File: config.mk
export PLATFORM = sky130hd
export DESIGN_NAME = dcache_ctrl_flat
export DESIGN_NICKNAME = d
export VERILOG_FILES = /design/src/rtl/dcache_ctrl_if.sv /design/src/rtl/dcache_ctrl.sv /design/src/flat_wrapper.sv
export SDC_FILE = /design/constraint.sdc
export NUM_CORES = 1
export LEC_CHECK = 0
export CAP_MARGIN = 20
export CORE_AREA = 2 2 498 500
export DETAILED_ROUTE_END_ITERATION = 8
export DIE_AREA = 0 0 500 502
export GPL_TIMING_DRIVEN = 0
export PLACE_DENSITY = 0.3
export RECOVER_POWER = 50
export SYNTH_ARGS = -nofsm -noshare
export SYNTH_HDL_FRONTEND = slang
export SYNTH_SLANG_ARGS = --single-unit
export TNS_END_PERCENT = 5
File: constraint.sdc
create_clock -name clk -period 3.71 [get_ports clk]
set_input_delay 0.742 -clock clk [delete_from_list [all_inputs] [get_ports clk]]
set_output_delay 0.742 -clock clk [all_outputs]
set_load 0.02 [all_outputs]
File: src/rtl/dcache_ctrl_if.sv
// Core-side and memory-side handshake bundles for dcache_ctrl.
// Signal names are written from the controller's point of view.
interface dcache_core_if #(
    parameter int DATA_WIDTH = 32,
    parameter int ADDR_WIDTH = 32
);
    logic                  i_req_valid;
    logic                  o_req_ready;
    logic                  i_req_we;
    logic [ADDR_WIDTH-1:0] i_req_addr;
    logic [DATA_WIDTH-1:0] i_req_wdata;
    logic                  o_rsp_valid;
    logic [DATA_WIDTH-1:0] o_rsp_rdata;

    modport master (
        output i_req_valid,
        output i_req_we,
        output i_req_addr,
        output i_req_wdata,
        input  o_req_ready,
        input  o_rsp_valid,
        input  o_rsp_rdata
    );

    modport slave (
        input  i_req_valid,
        input  i_req_we,
        input  i_req_addr,
        input  i_req_wdata,
        output o_req_ready,
        output o_rsp_valid,
        output o_rsp_rdata
    );
endinterface

interface dcache_mem_if #(
    parameter int ADDR_WIDTH = 32,
    parameter int LINE_BITS  = 256
);
    logic                  o_mem_req_valid;
    logic                  i_mem_req_ready;
    logic                  o_mem_req_we;
    logic [ADDR_WIDTH-1:0] o_mem_req_addr;
    logic [LINE_BITS-1:0]  o_mem_req_data;
    logic                  i_mem_rsp_valid;
    logic [LINE_BITS-1:0]  i_mem_rsp_data;

    modport master (
        output o_mem_req_valid,
        output o_mem_req_we,
        output o_mem_req_addr,
        output o_mem_req_data,
        input  i_mem_req_ready,
        input  i_mem_rsp_valid,
        input  i_mem_rsp_data
    );

    modport slave (
        input  o_mem_req_valid,
        input  o_mem_req_we,
        input  o_mem_req_addr,
        input  o_mem_req_data,
        output i_mem_req_ready,
        output i_mem_rsp_valid,
        output i_mem_rsp_data
    );
endinterface

File: src/rtl/dcache_ctrl.sv
// Miss-handling controller for a direct-mapped data cache:
// lookup, store update, dirty writeback, line fill and replay.
module dcache_ctrl #(
    parameter  int DATA_WIDTH = 32,
    parameter  int ADDR_WIDTH = 32,
    parameter  int CACHE_SIZE = 1024,
    parameter  int LINE_SIZE  = 32,
    localparam int OFS        = $clog2(LINE_SIZE),
    localparam int IDX        = $clog2(CACHE_SIZE / LINE_SIZE),
    localparam int TAG        = ADDR_WIDTH - IDX - OFS,
    localparam int LW         = LINE_SIZE * 8
) (
    input  logic                  clk,
    input  logic                  rst,

    dcache_core_if.slave          core,

    output logic                  o_cache_re,
    output logic                  o_cache_we,
    output logic                  o_cache_fe,
    output logic                  o_cache_valid,
    output logic [OFS-1:0]        o_cache_offset,
    output logic [IDX-1:0]        o_cache_index,
    output logic [TAG-1:0]        o_cache_tag,
    output logic [LW-1:0]         o_cache_fdata,
    output logic [DATA_WIDTH-1:0] o_cache_wdata,
    input  logic                  i_cache_valid,
    input  logic                  i_cache_dirty,
    input  logic                  i_cache_hit,
    input  logic [TAG-1:0]        i_cache_tag,
    input  logic [LW-1:0]         i_cache_vdata,
    input  logic [DATA_WIDTH-1:0] i_cache_rdata,

    dcache_mem_if.master          mem
);

    typedef enum logic [2:0] {
        S_IDLE,
        S_LOOKUP,
        S_COMPARE,
        S_WB_REQ,
        S_FILL_REQ,
        S_FILL_WAIT,
        S_REFILL
    } state_t;

    state_t                r_state;
    logic [ADDR_WIDTH-1:0] r_addr;
    logic                  r_we;
    logic [DATA_WIDTH-1:0] r_wdata;
    logic [ADDR_WIDTH-1:0] r_vic_addr;
    logic [LW-1:0]         r_vic_data;
    logic [LW-1:0]         r_fill;

    logic                  w_compare;
    logic                  w_hit;
    logic                  w_wb;
    logic                  w_fill_req;
    logic [ADDR_WIDTH-1:0] w_line_addr;

    assign w_compare   = (r_state == S_COMPARE);
    assign w_hit       = w_compare & i_cache_hit;
    assign w_wb        = (r_state == S_WB_REQ);
    assign w_fill_req  = (r_state == S_FILL_REQ);
    assign w_line_addr = {r_addr[ADDR_WIDTH-1:OFS], {OFS{1'b0}}};

    always_ff @(posedge clk) begin
        if (rst) begin
            r_state    <= S_IDLE;
            r_addr     <= '0;
            r_we       <= 1'b0;
            r_wdata    <= '0;
            r_vic_addr <= '0;
            r_vic_data <= '0;
            r_fill     <= '0;
        end else begin
            unique case (r_state)
                S_IDLE: begin
                    if (core.i_req_valid) begin
                        r_addr  <= core.i_req_addr;
                        r_we    <= core.i_req_we;
                        r_wdata <= core.i_req_wdata;
                        r_state <= S_LOOKUP;
                    end
                end
                S_LOOKUP: begin
                    r_state <= S_COMPARE;
                end
                S_COMPARE: begin
                    if (i_cache_hit) begin
                        r_state <= S_IDLE;
                    end else if (i_cache_valid && i_cache_dirty) begin
                        r_vic_addr <= {i_cache_tag,
                                       r_addr[OFS +: IDX],
                                       {OFS{1'b0}}};
                        r_vic_data <= i_cache_vdata;
                        r_state    <= S_WB_REQ;
                    end else begin
                        r_state <= S_FILL_REQ;
                    end
                end
                // Writebacks are posted: no response comes back.
                S_WB_REQ: begin
                    if (mem.i_mem_req_ready) begin
                        r_state <= S_FILL_REQ;
                    end
                end
                S_FILL_REQ: begin
                    if (mem.i_mem_req_ready) begin
                        r_state <= S_FILL_WAIT;
                    end
                end
                S_FILL_WAIT: begin
                    if (mem.i_mem_rsp_valid) begin
                        r_fill  <= mem.i_mem_rsp_data;
                        r_state <= S_REFILL;
                    end
                end
                S_REFILL: begin
                    r_state <= S_LOOKUP;
                end
                default: begin
                    r_state <= S_IDLE;
                end
            endcase
        end
    end

    assign core.o_req_ready = (r_state == S_IDLE);
    assign core.o_rsp_valid = w_hit;
    assign core.o_rsp_rdata = (w_hit && !r_we) ? i_cache_rdata : '0;

    assign o_cache_re     = (r_state == S_LOOKUP);
    assign o_cache_we     = w_hit & r_we;
    assign o_cache_fe     = (r_state == S_REFILL);
    assign o_cache_valid  = (r_state == S_REFILL);
    assign o_cache_offset = r_addr[OFS-1:0];
    assign o_cache_index  = r_addr[OFS +: IDX];
    assign o_cache_tag    = r_addr[ADDR_WIDTH-1 -: TAG];
    assign o_cache_fdata  = r_fill;
    assign o_cache_wdata  = r_wdata;

    // Request fields come only from registers, so they hold until accepted.
    assign mem.o_mem_req_valid = w_wb | w_fill_req;
    assign mem.o_mem_req_we    = w_wb;
    assign mem.o_mem_req_addr  = w_wb       ? r_vic_addr  :
                                 w_fill_req ? w_line_addr : '0;
    assign mem.o_mem_req_data  = w_wb ? r_vic_data : '0;

endmodule

File: src/flat_wrapper.sv
// flat-port wrapper written by rule: the top's interface ports become plain ports
module dcache_ctrl_flat 
#(
    parameter  int DATA_WIDTH = 32,
    parameter  int ADDR_WIDTH = 32,
    parameter  int CACHE_SIZE = 1024,
    parameter  int LINE_SIZE  = 32,
    localparam int OFS        = $clog2(LINE_SIZE),
    localparam int IDX        = $clog2(CACHE_SIZE / LINE_SIZE),
    localparam int TAG        = ADDR_WIDTH - IDX - OFS,
    localparam int LW         = LINE_SIZE * 8
)
  (clk, rst, o_cache_re, o_cache_we, o_cache_fe, o_cache_valid, o_cache_offset, o_cache_index, o_cache_tag, o_cache_fdata, o_cache_wdata, i_cache_valid, i_cache_dirty, i_cache_hit, i_cache_tag, i_cache_vdata, i_cache_rdata, core_i_req_valid, core_i_req_we, core_i_req_addr, core_i_req_wdata, core_o_req_ready, core_o_rsp_valid, core_o_rsp_rdata, mem_o_mem_req_valid, mem_o_mem_req_we, mem_o_mem_req_addr, mem_o_mem_req_data, mem_i_mem_req_ready, mem_i_mem_rsp_valid, mem_i_mem_rsp_data);
  dcache_core_if #(.DATA_WIDTH(DATA_WIDTH), .ADDR_WIDTH(ADDR_WIDTH)) core_i ();
  dcache_mem_if #(.ADDR_WIDTH(ADDR_WIDTH), .LINE_BITS((256))) mem_i ();
  input  logic clk;
  input  logic rst;
  output logic o_cache_re;
  output logic o_cache_we;
  output logic o_cache_fe;
  output logic o_cache_valid;
  output logic [OFS-1:0] o_cache_offset;
  output logic [IDX-1:0] o_cache_index;
  output logic [TAG-1:0] o_cache_tag;
  output logic [LW-1:0] o_cache_fdata;
  output logic [DATA_WIDTH-1:0] o_cache_wdata;
  input  logic i_cache_valid;
  input  logic i_cache_dirty;
  input  logic i_cache_hit;
  input  logic [TAG-1:0] i_cache_tag;
  input  logic [LW-1:0] i_cache_vdata;
  input  logic [DATA_WIDTH-1:0] i_cache_rdata;
  input wire logic [$bits(core_i.i_req_valid)-1:0] core_i_req_valid;
  input wire logic [$bits(core_i.i_req_we)-1:0] core_i_req_we;
  input wire logic [$bits(core_i.i_req_addr)-1:0] core_i_req_addr;
  input wire logic [$bits(core_i.i_req_wdata)-1:0] core_i_req_wdata;
  output wire logic [$bits(core_i.o_req_ready)-1:0] core_o_req_ready;
  output wire logic [$bits(core_i.o_rsp_valid)-1:0] core_o_rsp_valid;
  output wire logic [$bits(core_i.o_rsp_rdata)-1:0] core_o_rsp_rdata;
  output wire logic [$bits(mem_i.o_mem_req_valid)-1:0] mem_o_mem_req_valid;
  output wire logic [$bits(mem_i.o_mem_req_we)-1:0] mem_o_mem_req_we;
  output wire logic [$bits(mem_i.o_mem_req_addr)-1:0] mem_o_mem_req_addr;
  output wire logic [$bits(mem_i.o_mem_req_data)-1:0] mem_o_mem_req_data;
  input wire logic [$bits(mem_i.i_mem_req_ready)-1:0] mem_i_mem_req_ready;
  input wire logic [$bits(mem_i.i_mem_rsp_valid)-1:0] mem_i_mem_rsp_valid;
  input wire logic [$bits(mem_i.i_mem_rsp_data)-1:0] mem_i_mem_rsp_data;
  assign core_i.i_req_valid = core_i_req_valid;
  assign core_i.i_req_we = core_i_req_we;
  assign core_i.i_req_addr = core_i_req_addr;
  assign core_i.i_req_wdata = core_i_req_wdata;
  assign core_o_req_ready = core_i.o_req_ready;
  assign core_o_rsp_valid = core_i.o_rsp_valid;
  assign core_o_rsp_rdata = core_i.o_rsp_rdata;
  assign mem_o_mem_req_valid = mem_i.o_mem_req_valid;
  assign mem_o_mem_req_we = mem_i.o_mem_req_we;
  assign mem_o_mem_req_addr = mem_i.o_mem_req_addr;
  assign mem_o_mem_req_data = mem_i.o_mem_req_data;
  assign mem_i.i_mem_req_ready = mem_i_mem_req_ready;
  assign mem_i.i_mem_rsp_valid = mem_i_mem_rsp_valid;
  assign mem_i.i_mem_rsp_data = mem_i_mem_rsp_data;
  dcache_ctrl #(.DATA_WIDTH(DATA_WIDTH), .ADDR_WIDTH(ADDR_WIDTH), .CACHE_SIZE(CACHE_SIZE), .LINE_SIZE(LINE_SIZE)) u_core (.clk(clk), .rst(rst), .core(core_i), .o_cache_re(o_cache_re), .o_cache_we(o_cache_we), .o_cache_fe(o_cache_fe), .o_cache_valid(o_cache_valid), .o_cache_offset(o_cache_offset), .o_cache_index(o_cache_index), .o_cache_tag(o_cache_tag), .o_cache_fdata(o_cache_fdata), .o_cache_wdata(o_cache_wdata), .i_cache_valid(i_cache_valid), .i_cache_dirty(i_cache_dirty), .i_cache_hit(i_cache_hit), .i_cache_tag(i_cache_tag), .i_cache_vdata(i_cache_vdata), .i_cache_rdata(i_cache_rdata), .mem(mem_i));
endmodule
==> report_table.html, run 1 <==
<table>
<tr><th>Metric</th><th>Value</th></tr>
<tr><th colspan="2">Outcome</th></tr>
<tr><td>Status</td><td>completed</td></tr>
<tr><th colspan="2">Setup path</th></tr>
<tr><td>Data required time at the worst endpoint</td><td>2970 ps</td></tr>
<tr><td>Arrival @ worst endpoint</td><td>2810 ps</td></tr>
<tr><td>Setup CP Type</td><td>flop to output pin</td></tr>
<tr><td>Largest driver fanout on the critical path</td><td>10</td></tr>
<tr><td>Crit. End Element</td><td>output pin</td></tr>
<tr><td>Crit start category</td><td>flop</td></tr>
<tr><td>Register-to-register path setup slack</td><td>780 ps</td></tr>
<tr><th colspan="2">STA</th></tr>
<tr><td>Worst clock skew</td><td>64.3 ps</td></tr>
<tr><td>RSZ-0062 raised after global routing</td><td>no</td></tr>
<tr><td>Worst slew slack as a fraction of its limit</td><td>23.9%</td></tr>
<tr><td>Final setup violation count</td><td>0</td></tr>
<tr><td>Fmax</td><td>0.282 GHz</td></tr>
<tr><td>Slew Viols, Final</td><td>0</td></tr>
<tr><td>Shortest clock period the worst path allows after layout</td><td>3550 ps</td></tr>
<tr><td>Measured slew at the worst slew-check pin</td><td>1140 ps</td></tr>
<tr><td>Final hold viol count</td><td>0</td></tr>
<tr><td>Fin crit share</td><td>95.7%</td></tr>
<tr><td>Tightest hold margin</td><td>450 ps</td></tr>
<tr><th colspan="2">Global route</th></tr>
<tr><td>First-pass GRT wire length</td><td>258000 um</td></tr>
<tr><td>Pin count of the biggest net entering global routing</td><td>14</td></tr>
<tr><td>Via count of the first global-routing pass</td><td>28450</td></tr>
<tr><td>Met2 global-route usage</td><td>28.0%</td></tr>
<tr><td>Met1 track demand over resource</td><td>15.5%</td></tr>
<tr><td>Met3 routing resource usage after global routing</td><td>6.19%</td></tr>
<tr><td>Most heavily used metal layer in global routing</td><td>met2</td></tr>
<tr><td>Antenna violations before repair</td><td>96</td></tr>
<tr><td>Overflow left after global routing</td><td>0</td></tr>
<tr><td>Total Routing Usage GR</td><td>15.0%</td></tr>
<tr><th colspan="2">Layout</th></tr>
<tr><td>Area growth from synthesis to layout</td><td>82.2%</td></tr>
<tr><td>Proportion of layout cells with a drive suffix above 1</td><td>6.84%</td></tr>
<tr><td>Post-route standard cell area excluding fillers</td><td>43800 um^2</td></tr>
<tr><td>Final Net Count</td><td>5105</td></tr>
<tr><td>Number of filler instances in the final layout</td><td>27883</td></tr>
<tr><td>Final standard cell count with taps included and fillers excluded</td><td>7775</td></tr>
<tr><th colspan="2">Clock network</th></tr>
<tr><td>Clock-pin transition on the worst setup and hold timing paths</td><td>60 ps</td></tr>
<tr><td>Clock insertion delay at the later pin of the skew report</td><td>720 ps</td></tr>
<tr><td>Post-cts hold buffer count</td><td>0</td></tr>
<tr><td>CTS Buf Count</td><td>85</td></tr>
<tr><td>TritonCTS clock tree</td><td>yes</td></tr>
<tr><td>Number of sinks driven by the clock tree</td><td>607</td></tr>
<tr><td>Largest buffer count on any clock path</td><td>3</td></tr>
<tr><td>H-tree level count</td><td>3</td></tr>
<tr><td>Clk root buf</td><td>sky130_fd_sc_hd__clkbuf_16</td></tr>
<tr><th colspan="2">Floorplan</th></tr>
<tr><td>Core outline area</td><td>245000 um^2</td></tr>
<tr><td>Starting density of the core</td><td>9.79%</td></tr>
<tr><td>Horizontal die dimension</td><td>500 um</td></tr>
<tr><td>Number of top-level design ports</td><td>1287</td></tr>
<tr><td>Total die area</td><td>251000 um^2</td></tr>
<tr><td>Core Rows</td><td>182</td></tr>
<tr><td>Height of the die</td><td>502 um</td></tr>
<tr><th colspan="2">Detailed routing</th></tr>
<tr><td>Wire length reported by the detailed router</td><td>197000 um</td></tr>
<tr><td>Average routed wire per standard cell</td><td>25.4 um</td></tr>
<tr><td>Via density per instance</td><td>3.59</td></tr>
<tr><td>Iteration count of the initial detailed-routing pass</td><td>6</td></tr>
<tr><td># DRC</td><td>0</td></tr>
<tr><td>Antenna Violating Nets Remaining</td><td>0</td></tr>
<tr><td>Total via count in the routed design</td><td>27901</td></tr>
<tr><td>Detailed Route Iter0 Violations</td><td>1319</td></tr>
<tr><th colspan="2">Logic synthesis</th></tr>
<tr><td>Fraction of the yosys area taken by sequential cells</td><td>50.6%</td></tr>
<tr><td>Most used flip-flop cell after synthesis</td><td>sky130_fd_sc_hd__dfxtp_1</td></tr>
<tr><td>Netlist Area Pre-Place</td><td>24000 um^2</td></tr>
<tr><td>Total of warnings raised by yosys</td><td>0</td></tr>
<tr><td>Post-synthesis async set-or-reset flop share</td><td>0%</td></tr>
<tr><td>Number of flops mapped to enable cells by yosys</td><td>0</td></tr>
<tr><td>Cell count after synthesis</td><td>3081</td></tr>
<tr><td>Synthesized area per cell</td><td>7.79 um^2</td></tr>
<tr><td>#FFs+latches synth</td><td>607</td></tr>
<tr><td>Number of library cell types mapped by synthesis</td><td>38</td></tr>
<tr><th colspan="2">Pwr</th></tr>
<tr><td>Worst IR drop on VDD</td><td>0.000414 V</td></tr>
<tr><td>P_leak</td><td>16.6 nW</td></tr>
<tr><td>Power density over the cells</td><td>427 nW/um^2</td></tr>
<tr><th colspan="2">Placed design</th></tr>
<tr><td>Buffers on Ports</td><td>1280</td></tr>
<tr><td>Total placed cells including tap cells</td><td>7591</td></tr>
<tr><td>Final GP Congestion</td><td>0.841</td></tr>
<tr><td>Final HPWL from detailed placement</td><td>165000 um</td></tr>
<tr><td>Total placed instance area</td><td>41000 um^2</td></tr>
<tr><th colspan="2">Min path</th></tr>
<tr><td>Path class of the lowest-slack min-delay path</td><td>flop to flop</td></tr>
<tr><th colspan="2">Job</th></tr>
<tr><td># Max-Cap Violations</td><td>0</td></tr>
</table>
-- power by group --
| group | switching [mW] | internal [mW] | total (mW) |
|---|---|---|---|
| Combinational | 1.97 | 1.25 | 3.22 |
| Sequential | 0.134 | 6.72 | 6.86 |
| Clock | 3.54 | 5.06 | 8.60 |
-- cells in the mapped netlist (2+ instances only) --
cell type / n / share of area, %
sky130_fd_sc_hd__buf_4: 6 / 0.19
sky130_fd_sc_hd__nor3b_1: 2 / 0.063
sky130_fd_sc_hd__and3_1: 2 / 0.052
sky130_fd_sc_hd__dfxtp_1: 607 / 51
sky130_fd_sc_hd__a22o_1: 27 / 0.98
sky130_fd_sc_hd__clkbuf_1: 236 / 3.7
sky130_fd_sc_hd__nand2_1: 642 / 10
sky130_fd_sc_hd__buf_2: 62 / 1.3
sky130_fd_sc_hd__clkbuf_2: 3 / 0.063
sky130_fd_sc_hd__nand3_1: 283 / 5.9
sky130_fd_sc_hd__buf_1: 4 / 0.063
sky130_fd_sc_hd__o211ai_1: 2 / 0.063
sky130_fd_sc_hd__nand2b_1: 2 / 0.052
sky130_fd_sc_hd__and2_1: 290 / 7.6
sky130_fd_sc_hd__o21ai_0: 284 / 5.9
sky130_fd_sc_hd__a21oi_1: 606 / 13
sky130_fd_sc_hd__a211oi_1: 2 / 0.063
-- final timing paths --
kind                                  from                         to  cells past startpoint
setup / recovery         u_core.r_state[0]        core_o_rsp_rdata[9]                      9
setup reg to reg         u_core.r_state[2]  u_core.o_cache_fdata[106]                      7
hold reg to reg   u_core.o_cache_wdata[19]   u_core.o_cache_wdata[19]                      2
hold / removal    u_core.o_cache_wdata[19]   u_core.o_cache_wdata[19]                      2
-- registers in the layout, summed over array words and instances (netlist names) --
signal / flops
u_core.r_we: 1
u_core.o_cache_fdata: 256
u_core.o_cache_wdata: 32
u_core.r_addr: 32
u_core.r_vic_data: 256
u_core.r_state: 3
u_core.r_vic_addr: 27
-- repair_timing --
action                     in CTS  in global routing
resized for setup             504                 52
setup endpoints to repair     324                 64
setup buffers                   8                  0
pin swaps                       4                  0
-- worst max-delay path, cell delays in order, from the launching register on --
cell                              delay, ps
sky130_fd_sc_hd__dfxtp_1                300
sky130_fd_sc_hd__clkbuf_4               180
sky130_fd_sc_hd__or3b_1                 380
sky130_fd_sc_hd__buf_6                  160
sky130_fd_sc_hd__buf_8                  170
sky130_fd_sc_hd__nor3b_4                190
sky130_fd_sc_hd__buf_6                  150
sky130_fd_sc_hd__clkbuf_8               150
sky130_fd_sc_hd__and2_1                 120
sky130_fd_sc_hd__clkdlybuf4s15_2        270
-- layout by cell type, fill, tap and decap left out, types with 5 or more instances in the layout --
master                            instances
sky130_fd_sc_hd__conb_1                   5
sky130_fd_sc_hd__buf_4                   15
sky130_fd_sc_hd__dlygate4sd3_1          321
sky130_fd_sc_hd__nand3_1                283
sky130_fd_sc_hd__and2_1                 270
sky130_fd_sc_hd__dlygate4sd2_1          228
sky130_fd_sc_hd__dlymetal6s2s_1          10
sky130_fd_sc_hd__o21ai_0                284
sky130_fd_sc_hd__clkbuf_16               88
sky130_fd_sc_hd__clkbuf_8                28
sky130_fd_sc_hd__clkbuf_4                18
sky130_fd_sc_hd__a22o_1                  27
sky130_fd_sc_hd__clkbuf_1               255
sky130_fd_sc_hd__clkdlybuf4s15_2         17
sky130_fd_sc_hd__nand2_1                642
sky130_fd_sc_hd__buf_6                    6
sky130_fd_sc_hd__and2_2                  19
sky130_fd_sc_hd__clkdlybuf4s50_1        659
sky130_fd_sc_hd__buf_2                   56
sky130_fd_sc_hd__a21oi_1                606
sky130_fd_sc_hd__diode_2                 23
sky130_fd_sc_hd__dfxtp_1                606
sky130_fd_sc_hd__clkbuf_2                29
sky130_fd_sc_hd__clkinv_2                 7
-- per-layer routing --
layer | part of all wire (%) | up-vias
met5 | 0.24 | -
met4 | 2.2 | 76
met3 | 9.5 | 281
met2 | 52 | 1139
met1 | 36 | 13220
li1 | - | 13185
-- cell families after synthesis --
logic type,count (synthesis),share of synthesized area (%)
compound gates,922,19.7
buf+inv,313,5.36
flops,607,50.6
mux,2,0.0886
other cells,1,0.0156
simple gates,1236,24.2
-- metrics by stage --
step / util, % / setup WS (ps) / TNS [ps] / power (mW)
floorplan: - / 1300 / 0 / 8.23
global placement: 16.7 / -1200 / -407680 / 10.3
detailed placement: 16.7 / -1140 / -217950 / 10.3
CTS: 17.9 / 0.109 / 0 / 19.2
global route: 17.8 / 1.69 / 0 / 19.5
finish: 17.8 / 159 / 0 / 18.7
-- layout make-up --
cell class	instances	area, um^2	share of cell area, %
antenna	23	57.6	0.132
buffer	311	1410	3.22
clock buffer	136	2620	5.99
clock inverter	17	280	0.641
inverter	1	3.75	0.00858
multi-input combinational	2165	10600	24.3
sequential	607	12200	27.8
tap	3220	4030	9.21
timing repair buffer	1295	12600	28.7
No activity file was read; power rests on OpenSTA's default activity.
==> run 2, diff against run 1 <==
--- a/config.mk
+++ b/config.mk
@@ -5,13 +5,15 @@
 export SDC_FILE = /design/constraint.sdc
 export NUM_CORES = 1
 export LEC_CHECK = 0
+export ABC_AREA = 1
 export CAP_MARGIN = 20
-export CORE_AREA = 2 2 498 500
+export CORE_AREA = 2 2 499 501
 export DETAILED_ROUTE_END_ITERATION = 8
-export DIE_AREA = 0 0 500 502
+export DIE_AREA = 0 0 501 503
 export GPL_TIMING_DRIVEN = 0
 export PLACE_DENSITY = 0.3
 export RECOVER_POWER = 50
+export SLEW_MARGIN = 10
 export SYNTH_ARGS = -nofsm -noshare
 export SYNTH_HDL_FRONTEND = slang
 export SYNTH_SLANG_ARGS = --single-unit
==> report_table.html, run 2 <==
<table>
<tr><th>Metric</th><th>Value</th></tr>
<tr><th colspan="2">Floorplan</th></tr>
<tr><td>Core outline area</td><td>247000 um^2</td></tr>
<tr><td>Number of top-level design ports</td><td>1287</td></tr>
<tr><td>Height of the die</td><td>503 um</td></tr>
<tr><td>Core Rows</td><td>183</td></tr>
<tr><td>Total die area</td><td>252000 um^2</td></tr>
<tr><td>Starting density of the core</td><td>9.75%</td></tr>
<tr><td>Horizontal die dimension</td><td>501 um</td></tr>
<tr><th colspan="2">Detailed routing</th></tr>
<tr><td>Via density per instance</td><td>3.45</td></tr>
<tr><td>Iteration count of the initial detailed-routing pass</td><td>6</td></tr>
<tr><td>Total via count in the routed design</td><td>27798</td></tr>
<tr><td>Average routed wire per standard cell</td><td>24.1 um</td></tr>
<tr><td>Antenna Violating Nets Remaining</td><td>0</td></tr>
<tr><td>Wire length reported by the detailed router</td><td>194000 um</td></tr>
<tr><td># DRC</td><td>0</td></tr>
<tr><td>Detailed Route Iter0 Violations</td><td>1380</td></tr>
<tr><th colspan="2">Setup path</th></tr>
<tr><td>Beginning of the worst register-to-register path</td><td>u_core.r_state[2]</td></tr>
<tr><td>Arrival @ worst endpoint</td><td>4180 ps</td></tr>
<tr><td>Critical Path, Cell by Cell</td><td>clkdlybuf4s50_1, inv_1, nand3_1, nor2_2, inv_1, clkbuf_2, buf_2, nand2_1, a21oi_1</td></tr>
<tr><td>Data required time at the worst endpoint</td><td>4290 ps</td></tr>
<tr><td>Crit start category</td><td>input port</td></tr>
<tr><td>Crit path buffers/inverters</td><td>5</td></tr>
<tr><td>Largest stage delay on the critical path</td><td>980 ps</td></tr>
<tr><td>Cell with the most instances on the worst path</td><td>sky130_fd_sc_hd__inv_1</td></tr>
<tr><td>Critical path origin</td><td>i_cache_hit</td></tr>
<tr><td>Largest driver fanout on the critical path</td><td>10</td></tr>
<tr><td>Slowest library cell on the worst path</td><td>sky130_fd_sc_hd__nor2_2</td></tr>
<tr><td>Crit. End Element</td><td>flop</td></tr>
<tr><td>Top delay family on crit path</td><td>buffers and inverters</td></tr>
<tr><td>Setup CP Type</td><td>input port to flop</td></tr>
<tr><th colspan="2">Pwr</th></tr>
<tr><td>Worst IR drop on VDD</td><td>0.000293 V</td></tr>
<tr><td>Post-layout total power</td><td>19.0 mW</td></tr>
<tr><td>P_leak</td><td>16.0 nW</td></tr>
<tr><td>Power density over the cells</td><td>432 nW/um^2</td></tr>
<tr><th colspan="2">STA</th></tr>
<tr><td>Worst clock skew</td><td>48.5 ps</td></tr>
<tr><td>Fin crit share</td><td>97.0%</td></tr>
<tr><td>Measured slew at the worst slew-check pin</td><td>1390 ps</td></tr>
<tr><td>Slew Viols, Final</td><td>0</td></tr>
<tr><td>Fmax</td><td>0.278 GHz</td></tr>
<tr><td>Final hold viol count</td><td>0</td></tr>
<tr><td>RSZ-0062 raised after global routing</td><td>yes</td></tr>
<tr><td>Worst slew slack as a fraction of its limit</td><td>7.19%</td></tr>
<tr><td>Shortest clock period the worst path allows after layout</td><td>3600 ps</td></tr>
<tr><td>Final setup violation count</td><td>0</td></tr>
<tr><th colspan="2">Logic synthesis</th></tr>
<tr><td>Number of library cell types mapped by synthesis</td><td>22</td></tr>
<tr><td>Total of warnings raised by yosys</td><td>0</td></tr>
<tr><td>Leading area contributor after synthesis</td><td>sky130_fd_sc_hd__dfxtp_1</td></tr>
<tr><td>Most instantiated library cell after synthesis</td><td>sky130_fd_sc_hd__nand2_1</td></tr>
<tr><td>Number of flops mapped to enable cells by yosys</td><td>0</td></tr>
<tr><td>Post-synthesis async set-or-reset flop share</td><td>0%</td></tr>
<tr><td>#FFs+latches synth</td><td>607</td></tr>
<tr><td>Cell count after synthesis</td><td>3370</td></tr>
<tr><td>Ranking of synthesized cells by area</td><td>sky130_fd_sc_hd__dfxtp_1 (50%), sky130_fd_sc_hd__nand2_1 (14%), sky130_fd_sc_hd__a21oi_1 (12%)</td></tr>
<tr><td>Most used flip-flop cell after synthesis</td><td>sky130_fd_sc_hd__dfxtp_1</td></tr>
<tr><td>Netlist Area Pre-Place</td><td>24100 um^2</td></tr>
<tr><td>Leading cell types by count after synthesis</td><td>sky130_fd_sc_hd__nand2_1 (892), sky130_fd_sc_hd__dfxtp_1 (607), sky130_fd_sc_hd__a21oi_1 (575), sky130_fd_sc_hd__nor2_1 (329), sky130_fd_sc_hd__inv_1 (324)</td></tr>
<tr><td>Fraction of the yosys area taken by sequential cells</td><td>50.4%</td></tr>
<tr><td>Synthesized area per cell</td><td>7.15 um^2</td></tr>
<tr><td>Area share of the largest cell type after synthesis</td><td>50.4%</td></tr>
<tr><th colspan="2">Job</th></tr>
<tr><td># Max-Cap Violations</td><td>0</td></tr>
<tr><th colspan="2">Clock network</th></tr>
<tr><td>Clock insertion delay at the later pin of the skew report</td><td>720 ps</td></tr>
<tr><td>TritonCTS clock tree</td><td>yes</td></tr>
<tr><td>Largest buffer count on any clock path</td><td>3</td></tr>
<tr><td>Number of sinks driven by the clock tree</td><td>607</td></tr>
<tr><td>H-tree level count</td><td>3</td></tr>
<tr><td>Clock-pin transition on the worst setup and hold timing paths</td><td>60 ps</td></tr>
<tr><td>Clk root buf</td><td>sky130_fd_sc_hd__clkbuf_16</td></tr>
<tr><td>CTS Buf Count</td><td>88</td></tr>
<tr><td>Setup repair bufs after CTS</td><td>0</td></tr>
<tr><th colspan="2">Placed design</th></tr>
<tr><td>Final HPWL from detailed placement</td><td>163000 um</td></tr>
<tr><td>Final GP Congestion</td><td>0.845</td></tr>
<tr><td>Buffers on Ports</td><td>1279</td></tr>
<tr><td>Total placed cells including tap cells</td><td>7892</td></tr>
<tr><th colspan="2">Layout</th></tr>
<tr><td>Total area of sequential cells</td><td>12200 um^2</td></tr>
<tr><td>Final Net Count</td><td>5384</td></tr>
<tr><td>Most common cell after layout, fill and taps aside</td><td>sky130_fd_sc_hd__nand2_1</td></tr>
<tr><td>Area growth from synthesis to layout</td><td>82.4%</td></tr>
<tr><td>Proportion of layout cells with a drive suffix above 1</td><td>6.30%</td></tr>
<tr><td>Final standard cell count with taps included and fillers excluded</td><td>8065</td></tr>
<tr><td>Number of filler instances in the final layout</td><td>28221</td></tr>
<tr><td>Commonest cells after routing, fill and taps aside</td><td>sky130_fd_sc_hd__nand2_1 (890), sky130_fd_sc_hd__clkdlybuf4s50_1 (814), sky130_fd_sc_hd__dfxtp_1 (606)</td></tr>
<tr><td>Area taken by multi-input logic gates</td><td>9480 um^2</td></tr>
<tr><th colspan="2">Min path</th></tr>
<tr><td>Launch instance of the worst min-delay path</td><td>u_core.o_cache_fdata[159]</td></tr>
<tr><td>Path class of the lowest-slack min-delay path</td><td>flop to flop</td></tr>
<tr><th colspan="2">Global route</th></tr>
<tr><td>Total Routing Usage GR</td><td>14.7%</td></tr>
<tr><td>Pin count of the biggest net entering global routing</td><td>13</td></tr>
<tr><td>First-pass GRT wire length</td><td>252000 um</td></tr>
<tr><td>Overflow left after global routing</td><td>0</td></tr>
<tr><td>Antenna violations before repair</td><td>79</td></tr>
<tr><td>Via count of the first global-routing pass</td><td>27874</td></tr>
<tr><th colspan="2">Outcome</th></tr>
<tr><td>Status</td><td>completed</td></tr>
</table>
==> run 2: changes by cell type after synthesis, sizes merged, moves of 83 or more <==
cell,previous run,this run
nor2,0,331
inv,1,325
and2,290,0
nand2,642,893
clkbuf,239,119
buf,73,156
o21ai,284,27
==> run 2: area by class of cell <==
cell class	instances	area share, %
antenna	18	0.103
buffer	275	3.01
clock buffer	129	5.93
clock inverter	26	0.826
inverter	326	2.79
multi-input combinational	2166	21.6
sequential	607	27.7
tap	3237	9.22
timing repair buffer	1281	28.9
==> run 2: metal layers <==
layer | vias to the layer above | wire (um) | GRT usage [%]
met5 | - | 374 | 0
met4 | 60 | 5420 | 4.43
met3 | 272 | 20500 | 6.69
met2 | 1096 | 96100 | 26.2
met1 | 12945 | 71700 | 15.3
li1 | 13425 | - | -
==> run 2: worst min-delay path: cells and delay by family (launching register included) <==
kind / cells / cell delay [ps]
flops: 1 / 300
simple gates: 1 / 60
compound gates: 1 / 50
==> run 2: cell families (layout without fill, tap and decap cells) <==
family,after synthesis,count (layout),share of synthesized area [%]
simple gates,1526,1526,25.5
compound gates,635,635,13.5
flops,607,607,50.4
buf+inv,601,2037,10.5
other cells,1,23,0.0156
==> run 2: timing repair <==
| item | 4_1_cts | 5_1_grt |
|---|---|---|
| endpoints found under the setup margin | 311 | 55 |
| cloned | 0 | 0 |
| resized for setup | 225 | 40 |
| hold buffers | 0 | 0 |
| pin swaps | 0 | 0 |
==> run 2: path summary, 6_finish.rpt <==
path / to / slack, ps / cells past startpoint
max: u_core.r_vic_data[245] / 110 / 9
max reg2reg: u_core.r_vic_data[245] / 200 / 8
min reg2reg: u_core.o_cache_fdata[159] / 460 / 2
min: u_core.o_cache_fdata[159] / 460 / 2
==> run 2: stage by stage <==
stage / setup TNS, ps / hold WS, ps / instance area [um^2] / worst slack [ps] / util [%]
after floorplan: 0 / 439 / 24100 / 1150 / -
after global placement: -71610 / 448 / 41000 / -702 / 16.6
after detailed placement: -31410 / 452 / 41000 / -594 / 16.6
after CTS: -394 / 456 / 43900 / -173 / 17.8
after global routing: -782 / 471 / 43900 / -75.4 / 17.8
final: 0 / 456 / 43900 / 111 / 17.8
==> run 2: where the power goes <==
part / internal [mW] / switching [mW] / total [mW]
Combinational: 1.26 / 1.87 / 3.13
Sequential: 6.77 / 0.173 / 6.95
Clock: 5.27 / 3.63 / 8.90
